`config.mk`:
```
export PLATFORM = sky130hd
export DESIGN_NAME = ram8k16_initiator_flat
export DESIGN_NICKNAME = d
export VERILOG_FILES = /design/src/rtl/ram8k16_pkg.sv /design/src/rtl/ram8k16_initiator_if.sv /design/src/rtl/ram8k16_initiator.sv /design/src/flat_wrapper.sv
export SDC_FILE = /design/constraint.sdc
export NUM_CORES = 1
export LEC_CHECK = 0
export CORE_MARGIN = 5
export CORE_UTILIZATION = 39
export CTS_BUF_LIST = sky130_fd_sc_hd__clkbuf_4 sky130_fd_sc_hd__clkbuf_8
export DETAILED_ROUTE_END_ITERATION = 16
export GPL_TIMING_DRIVEN = 0
export PLACE_DENSITY_LB_ADDON = 0.12
export SETUP_SLACK_MARGIN = 0.2
export SLEW_MARGIN = 20
export SYNTH_ARGS = -nofsm -noshare
export SYNTH_HDL_FRONTEND = slang
export SYNTH_SLANG_ARGS = --single-unit
```
`constraint.sdc`:
```
create_clock -name clk -period 1.55 [get_ports clk]
set_clock_uncertainty 0.1 [all_clocks]
set_input_delay 0.2325 -clock clk [delete_from_list [all_inputs] [get_ports clk]]
set_output_delay 0.2325 -clock clk [all_outputs]
set_load 0.02 [all_outputs]
```
`src/rtl/ram8k16_pkg.sv`:
```
// Shared types and helpers for the 8+8-bit RAM initiator.
// Holds the FSM state encoding, the byte-lane constants and the byte-merge function.
package ram8k16_pkg;

   localparam int unsigned DATA_W = 16;
   localparam int unsigned LANES  = DATA_W / 8;

   typedef enum logic [1:0] {IDLE, RD, CAP, WR} state_t;

   // Enabled lanes come from new_data; the rest keep old_data.
   function automatic logic [DATA_W-1:0] be_merge(input logic [DATA_W-1:0] old_data,
                                                  input logic [DATA_W-1:0] new_data,
                                                  input logic [LANES-1:0]  be);
      logic [DATA_W-1:0] merged;
      merged = old_data;
      for (int i = 0; i < LANES; i++) begin
         if (be[i]) merged[i*8 +: 8] = new_data[i*8 +: 8];
      end
      return merged;
   endfunction

endpackage

```
`src/rtl/ram8k16_initiator_if.sv`:
```
// Host-side request/response channel of the RAM initiator.
// The host drives the master modport; the initiator uses the slave modport.
interface ram8k16_initiator_if
   import ram8k16_pkg::*;
#(
   parameter int unsigned AW = 10,
   parameter int unsigned DW = DATA_W
);
   logic             req_valid;
   logic             req_ready;
   logic             req_wr;
   logic [AW-1:0]    req_addr;
   logic [DW-1:0]    req_wdata;
   logic [LANES-1:0] req_be;
   logic             rsp_valid;
   logic             rsp_ready;
   logic [DW-1:0]    rsp_rdata;
   logic             rsp_err;

   modport master (
      output req_valid, req_wr, req_addr, req_wdata, req_be, rsp_ready,
      input  req_ready, rsp_valid, rsp_rdata, rsp_err
   );

   modport slave (
      input  req_valid, req_wr, req_addr, req_wdata, req_be, rsp_ready,
      output req_ready, rsp_valid, rsp_rdata, rsp_err
   );
endinterface

```
`src/rtl/ram8k16_initiator.sv`:
```
// Single-outstanding host initiator for the 2-bank synchronous RAM.
// Runs read, full write and read-modify-write byte-enable cycles; range-checks addresses.
module ram8k16_initiator
   import ram8k16_pkg::*;
#(
   parameter int unsigned AW    = 10,
   parameter int unsigned DEPTH = 10,
   parameter int unsigned DW    = DATA_W
) (
   input  logic              clk,
   input  logic              reset,
   ram8k16_initiator_if.slave bus,
   output logic              err_flag,
   output logic [AW-1:0]     mem_addr,
   output logic              mem_wr,
   output logic [DW-1:0]     mem_wdata,
   input  logic [DW-1:0]     mem_rdata
);

   state_t           state;
   logic             held_wr;
   logic [LANES-1:0] held_be;
   logic             in_range;
   logic             accept;

   assign in_range      = 32'(bus.req_addr) < DEPTH;
   assign bus.req_ready = (state == IDLE) & ~bus.rsp_valid & ~reset;
   assign accept        = bus.req_valid & bus.req_ready;
   assign mem_wr        = (state == WR);

   always_ff @(posedge clk) begin
      if (reset) begin
         state         <= IDLE;
         held_wr       <= 1'b0;
         held_be       <= '0;
         err_flag      <= 1'b0;
         mem_addr      <= '0;
         mem_wdata     <= '0;
         bus.rsp_valid <= 1'b0;
         bus.rsp_err   <= 1'b0;
         bus.rsp_rdata <= '0;
      end else begin
         if (bus.rsp_valid && bus.rsp_ready) begin
            bus.rsp_valid <= 1'b0;
            bus.rsp_err   <= 1'b0;
         end

         unique case (state)
            IDLE: begin
               if (accept) begin
                  if (!in_range) begin
                     // Out-of-range: no RAM cycle; reads get an immediate error response.
                     err_flag <= 1'b1;
                     if (!bus.req_wr) begin
                        bus.rsp_valid <= 1'b1;
                        bus.rsp_err   <= 1'b1;
                        bus.rsp_rdata <= '0;
                     end
                  end else begin
                     mem_addr  <= bus.req_addr;
                     mem_wdata <= bus.req_wdata;
                     held_wr   <= bus.req_wr;
                     held_be   <= bus.req_be;
                     if (!bus.req_wr)                state <= RD;
                     else if (bus.req_be == '1)      state <= WR;
                     else if (bus.req_be != '0)      state <= RD;
                  end
               end
            end
            RD:  state <= CAP;
            CAP: begin
               if (held_wr) begin
                  mem_wdata <= be_merge(mem_rdata, mem_wdata, held_be);
                  state     <= WR;
               end else begin
                  bus.rsp_rdata <= mem_rdata;
                  bus.rsp_valid <= 1'b1;
                  bus.rsp_err   <= 1'b0;
                  state         <= IDLE;
               end
            end
            WR:      state <= IDLE;
            default: state <= IDLE;
         endcase
      end
   end

endmodule

```
`src/flat_wrapper.sv`:
```
// flat-port wrapper written by rule: the top's interface ports become plain ports
module ram8k16_initiator_flat import ram8k16_pkg::*;
#(
   parameter int unsigned AW    = 10,
   parameter int unsigned DEPTH = 10,
   parameter int unsigned DW    = DATA_W
)
  (clk, reset, err_flag, mem_addr, mem_wr, mem_wdata, mem_rdata, bus_req_valid, bus_req_wr, bus_req_addr, bus_req_wdata, bus_req_be, bus_rsp_ready, bus_req_ready, bus_rsp_valid, bus_rsp_rdata, bus_rsp_err);
  ram8k16_initiator_if #(.AW(AW), .DW(DW)) bus_i ();
  input  logic clk;
  input  logic reset;
  output logic err_flag;
  output logic [AW-1:0] mem_addr;
  output logic mem_wr;
  output logic [DW-1:0] mem_wdata;
  input  logic [DW-1:0] mem_rdata;
  input wire logic [$bits(bus_i.req_valid)-1:0] bus_req_valid;
  input wire logic [$bits(bus_i.req_wr)-1:0] bus_req_wr;
  input wire logic [$bits(bus_i.req_addr)-1:0] bus_req_addr;
  input wire logic [$bits(bus_i.req_wdata)-1:0] bus_req_wdata;
  input wire logic [$bits(bus_i.req_be)-1:0] bus_req_be;
  input wire logic [$bits(bus_i.rsp_ready)-1:0] bus_rsp_ready;
  output wire logic [$bits(bus_i.req_ready)-1:0] bus_req_ready;
  output wire logic [$bits(bus_i.rsp_valid)-1:0] bus_rsp_valid;
  output wire logic [$bits(bus_i.rsp_rdata)-1:0] bus_rsp_rdata;
  output wire logic [$bits(bus_i.rsp_err)-1:0] bus_rsp_err;
  assign bus_i.req_valid = bus_req_valid;
  assign bus_i.req_wr = bus_req_wr;
  assign bus_i.req_addr = bus_req_addr;
  assign bus_i.req_wdata = bus_req_wdata;
  assign bus_i.req_be = bus_req_be;
  assign bus_i.rsp_ready = bus_rsp_ready;
  assign bus_req_ready = bus_i.req_ready;
  assign bus_rsp_valid = bus_i.rsp_valid;
  assign bus_rsp_rdata = bus_i.rsp_rdata;
  assign bus_rsp_err = bus_i.rsp_err;
  ram8k16_initiator #(.AW(AW), .DEPTH(DEPTH), .DW(DW)) u_core (.clk(clk), .reset(reset), .bus(bus_i), .err_flag(err_flag), .mem_addr(mem_addr), .mem_wr(mem_wr), .mem_wdata(mem_wdata), .mem_rdata(mem_rdata));
endmodule
```
======== Word-level counts from Yosys, hierarchy flattened ========
Index checks and enable logic that the tools add are counted.
W data, S select, Z words.
storage, ports and cells
  bits in registers ....................... 50
  output and inout bits ................... 47
  logic and storage cells ................. 70
operators by class
  $lt $le $gt $ge ......................... 1
  eq/ne operators ......................... 13
  multiplexer cells ....................... 30
  bitwise operators ....................... 6
  reductions and logical operators ........ 10
operator list
  cell                   number
  $mux W16               7
  $pmux W16 S2           2
  $mux W8                2
  $reduce_and A5 Y1      3
  $mux W2                6
  $lt A10 B4 Y1 const B  1
  $mux W1                10
  $ne A2 B2 Y1 const B   5
  $reduce_and A3 Y1      3
  $pmux W2 S4            1
  $eq A2 B2 Y1 const B   3
  $ne A2 B1 Y1 const B   3
  $ne A4 B4 Y1 const B   1
  $pmux W1 S2            2
  $reduce_bool A2 Y1     2
  $and A1 B1 Y1          3
  $not A1 Y1             3
  $eq A2 B1 Y1 const B   1
  $logic_not A2 Y1       1
  $logic_and A1 B1 Y1    1

======== Depth between registers and ports, before layout ========
  word-level depth ........................ 7
  mapped depth ............................ 6

======== Least setup slack after synthesis ========
OpenSTA, ideal clock, no wires.
  kind .................................... reg-to-reg
  start ................................... register u_core.state[0]
  end ..................................... register u_core.bus.rsp_rdata[13]
  arrival time ............................ 1.523 ns
  required time ........................... 1.302 ns
  path slack .............................. -0.220 ns
  stages on the path, launching flop included .. 7
  period minus slack after synthesis ...... 1.770 ns
  path through ............................ dfxtp_1 buf_6 nor4_4 and2_2 a21o_1 buf_6 a311oi_1
between the ends
  longest elaborated chain between the ends .. 6
  elaborated cells on any way between the ends .. 12
  those cells by class .................... eq/ne: 5; mux: 1; bitwise: 3; reduce/logical: 3
RTL lines
  item                                RTL line                    RTL
  start, declared                     ram8k16_initiator.sv:20     state_t state;
  start signal, assigned              ram8k16_initiator.sv:33     state <= IDLE;
  start signal, assigned              ram8k16_initiator.sv:64     if (!bus.req_wr) state <= RD;
  start signal, assigned              ram8k16_initiator.sv:65     else if (bus.req_be == '1) state <= WR;
  $logic_not A2 Y1                    ram8k16_initiator.sv:27     assign bus.req_ready = (state == IDLE) & ~bus.rsp_valid & ~reset;
  $and A1 B1 Y1 (2 in series)         ram8k16_initiator.sv:27
  net bus_req_ready                   flat_wrapper.sv:23          output wire logic [$bits(bus_i.req_ready)-1:0] bus_req_ready;
  $and A1 B1 Y1                       ram8k16_initiator.sv:28     assign accept = bus.req_valid & bus.req_ready;
  $ne A2 B1 Y1 (no source line)       --
  $reduce_and A5 Y1 (no source line)  --
  end signal, assigned                ram8k16_initiator.sv:76     bus.rsp_rdata <= mem_rdata;
  end, declared                       ram8k16_initiator_if.sv:27  output req_ready, rsp_valid, rsp_rdata, rsp_err
The timed path passes the listed nets, and every way through them passes these cells.
A chain may end at the register's enable or synchronous reset.

======== Final worst setup path ========
  start ................................... register u_core.state[0]
  end ..................................... register u_core.bus.rsp_rdata[2]
between the ends
  longest elaborated chain between the ends .. 6
  elaborated cells on any way between the ends .. 12
  those cells by class .................... eq/ne: 5; mux: 1; bitwise: 3; reduce/logical: 3
RTL lines
  item                                RTL line
  $logic_not A2 Y1                    ram8k16_initiator.sv:27, ram8k16_initiator.sv:48
  $and A1 B1 Y1 (2 in series)         ram8k16_initiator.sv:27
  $and A1 B1 Y1                       ram8k16_initiator.sv:28
  $ne A2 B1 Y1 (no source line)       --
  $reduce_and A5 Y1 (no source line)  --
Several ways; a longest one is shown, not always the timed one.

==> impl_metrics.env <==
export IMPL_fmax_mhz=575
export IMPL_drtAntennaViolNets=0
export IMPL_nets=399
export IMPL_finalCriticalPeriod_ns=1.74
export IMPL_drt_wl_total_um=6800
export IMPL_grtUsageTotal=0.190
export IMPL_grt_util_met1=0.240
export IMPL_area_growth_pct=69.7
export IMPL_first_global_vias=2101
export IMPL_drive_gt1_frac=0.275
export IMPL_synth_area_per_cell_um2=9.35
export IMPL_worstMarginPinSlew_ns=0.524
export IMPL_routed_via_density=5.15
export IMPL_critPathKind="flop to flop"
export IMPL_switching_power_mw=0.553
export IMPL_io_pins=96
export IMPL_switching_share=0.233
export IMPL_cts_sinks=50
export IMPL_final_cell_mix="48 x clkdlybuf4s50_1, 46 x dfxtp_1, 35 x nor2_1"
export IMPL_die_w_um=83.8
export IMPL_wl_per_cell_um=16.2
export IMPL_ir_worst_vdd_uv=403
export IMPL_cts_root_buf="clkbuf_8"
export IMPL_initial_utilization=0.408
export IMPL_cts_buffers_inserted=5
export IMPL_r2r_cells=7
export IMPL_busiest_layer="met2"
export IMPL_slew_violations=0
export IMPL_antenna_found_initial=0
export IMPL_rsz0062_at_grt="true"
export IMPL_finalHoldViolations=0
export IMPL_cp_arrival_ns=1.81
export IMPL_yosysSeqAreaShare=0.471
export IMPL_die_h_um=83.8
export IMPL_grtUsageMet2=0.312
export IMPL_cts_buffer_depth=2
export IMPL_placed_area_um2=3180
export IMPL_clockPowerShare=0.316
export IMPL_grt_max_degree=14
export IMPL_max_slew_margin=0.651
export IMPL_diodes=0
export IMPL_status="complete, but fails checks"
export IMPL_regToRegSetupSlack_ns=-0.19
export IMPL_ys_types=32
export IMPL_htree_levels=2
export IMPL_vias=2157
export IMPL_design_die_area_um2=7020
export IMPL_fin_ws_ns=-0.189
export IMPL_cp_start_kind="flop"
export IMPL_overflow=0
export IMPL_path_max_fanout=5
export IMPL_p_total_mw=2.37
export IMPL_power_frac_comb=0.138
export IMPL_worstHoldPathType="flop to flop"
export IMPL_use_met3=0.0592
export IMPL_end_kind="flop"
export IMPL_place_congestion=0.764
export IMPL_grt_first_pass_wirelength_um=10800
export IMPL_crit_chain="buf_6 -> nor4_4 -> and2_4 -> buf_6 -> a21o_4 -> buf_6 -> a311oi_1"
export IMPL_cts_reportedPaths_clkPinSlew_ns=0.08
export IMPL_num_rows=26
export IMPL_yosysWarnings=0
export IMPL_cp_slowest_cell="nor4_4"
export IMPL_hpwl_um=4580
export IMPL_worstSkewPairLatency_ns=0.30
export IMPL_sequentialPowerShare=0.546
export IMPL_cts_tree="done"
export IMPL_internal_power_mw=1.82
export IMPL_first_pass_iters=4
export IMPL_power_density_nw_per_um2=658
export IMPL_violations="setup timing"
export IMPL_syn_cell_area_um2=2120
export IMPL_design_area_um2=3600
export IMPL_critPathMostFrequentCell="buf_6"
export IMPL_r2r_start="u_core.state[0]"
export IMPL_layout_commonest_cell="clkdlybuf4s50_1"
export IMPL_route_detailed_drc=0
export IMPL_synth_seq_cells=50
export IMPL_core_um2=5200
export IMPL_hold_path_cell_count=2
export IMPL_period_share=1.12
export IMPL_syn_num_nets=276
export IMPL_maxCapViolations=0
export IMPL_cp_required_ns=1.62
export IMPL_min_to="u_core.bus.rsp_err"
export IMPL_critical_path_max_stage_delay_ns=0.34
export IMPL_reg2reg_to="u_core.bus.rsp_rdata[2]"
export IMPL_finalSetupViolations=50
export IMPL_synth_cells=227
export IMPL_finalSetupTns_ns=-7.04
export IMPL_drtIter0Drc=211
export IMPL_hold_path_startpoint="u_core.bus.rsp_err"
export IMPL_hold_ws_ns=0.376
export IMPL_port_buffers=95
export IMPL_power_leakage_nw=1.40
-- registers in the layout, summed over array words and instances, names as in the netlist --
signal / count
u_core.mem_addr: 10
u_core.bus.rsp_valid: 1
u_core.mem_wdata: 16
u_core.held_wr: 1
u_core.err_flag: 1
u_core.state: 2
u_core.held_be: 2
u_core.bus.rsp_err: 1
u_core.bus.rsp_rdata: 16
-- power groups by stage --
stage	Clock, mW	Sequential (mW)	Combinational (mW)
after floorplan	0	1.33	0.0818
after global placement	0	1.33	0.269
after detailed placement	0	1.33	0.271
after CTS	0.767	1.29	0.317
after global routing	0.836	1.30	0.349
final	0.751	1.29	0.326
-- through the flow --
stage	setup slack (ns)	std cells	util
final	-0.189	419	0.692
after global routing	-0.244	419	0.692
after CTS	-0.155	417	0.675
after detailed placement	-0.651	392	0.610
after global placement	-0.635	392	0.610
after floorplan	-0.155	227	-
-- worst max path at each step --
| stage | end | slack, ns | start | cells after the start |
|---|---|---|---|---|
| 2_1_floorplan | u_core.mem_wdata[10] | -0.15 | u_core.state[1] | 5 |
| 3_3_place_gp | u_core.mem_wdata[8] | -0.63 | bus_req_addr[9] | 6 |
| 3_5_place_dp | u_core.mem_wdata[9] | -0.65 | bus_req_addr[9] | 6 |
| 4_1_cts | u_core.bus.rsp_rdata[3] | -0.16 | u_core.state[0] | 7 |
| 5_1_grt | u_core.bus.rsp_rdata[6] | -0.24 | u_core.state[0] | 7 |
| 6_report | u_core.bus.rsp_rdata[2] | -0.19 | u_core.state[0] | 7 |
-- repair_timing --
item | CTS | global route
hold buffers | 0 | 0
setup buffers | 17 | 2
hold endpoints to repair | 0 | 0
pin swaps | 26 | 10
gates cloned | 2 | 0
endpoints found under the setup margin | 97 | 82
gates resized for setup | 94 | 50
-- final cells by class --
cell class	instances	area, um2
fill	444	1600
multi-input combinational	158	1140
buffer	18	158
inverter	1	3.75
tap	70	87.6
clock buffer	6	82.6
sequential	50	1010
timing repair buffer	116	1120
-- metal layers --
layer,vias up,share of wire
li1,1076,-
met1,1001,0.44
met2,73,0.49
met3,7,0.067
met4,0,0.011
met5,-,0
-- cell families after synthesis --
group | count (synthesis) | synth area share
flip-flops | 50 | 0.471
AND/OR/NAND/NOR | 82 | 0.199
AO/OA/AOI/OAI | 76 | 0.279
buffers and inverters | 19 | 0.0507
-- critical path, delay by kind of cell, from the launching register on --
kind	cells	cell delay, ns
AOI/OAI and AO/OA	2	0.24
DFF	1	0.32
and+or+nand+nor	2	0.58
buffers and inverters	3	0.36
-- Yosys cell counts --
cell | n | area share
dfxtp_1 | 50 | 0.47
nor2_1 | 35 | 0.062
a21oi_1 | 27 | 0.064
nand2_1 | 19 | 0.034
a311oi_1 | 16 | 0.066
o221a_2 | 16 | 0.085
nand3_1 | 9 | 0.021
clkbuf_1 | 8 | 0.014
o21ai_0 | 8 | 0.019
and2_1 | 7 | 0.021
buf_2 | 5 | 0.012
a21o_1 | 3 | 0.011
buf_6 | 3 | 0.016
buf_4 | 2 | 0.0071
o21ai_4 | 2 | 0.015
a211oi_2 | 1 | 0.0059
and2_2 | 1 | 0.0035
and3_1 | 1 | 0.0029
inv_1 | 1 | 0.0018
nand2_4 | 1 | 0.0053
nand2b_1 | 1 | 0.0029
nand3_2 | 1 | 0.0047
nand3b_1 | 1 | 0.0035
nand4bb_1 | 1 | 0.0053
nor2b_1 | 1 | 0.0029
nor3b_4 | 1 | 0.0088
nor4_2 | 1 | 0.0059
nor4_4 | 1 | 0.010
o22ai_1 | 1 | 0.0029
o31ai_1 | 1 | 0.0035
o41ai_2 | 1 | 0.0077
or4bb_1 | 1 | 0.0053
Power figures use the tool's default switching activity.
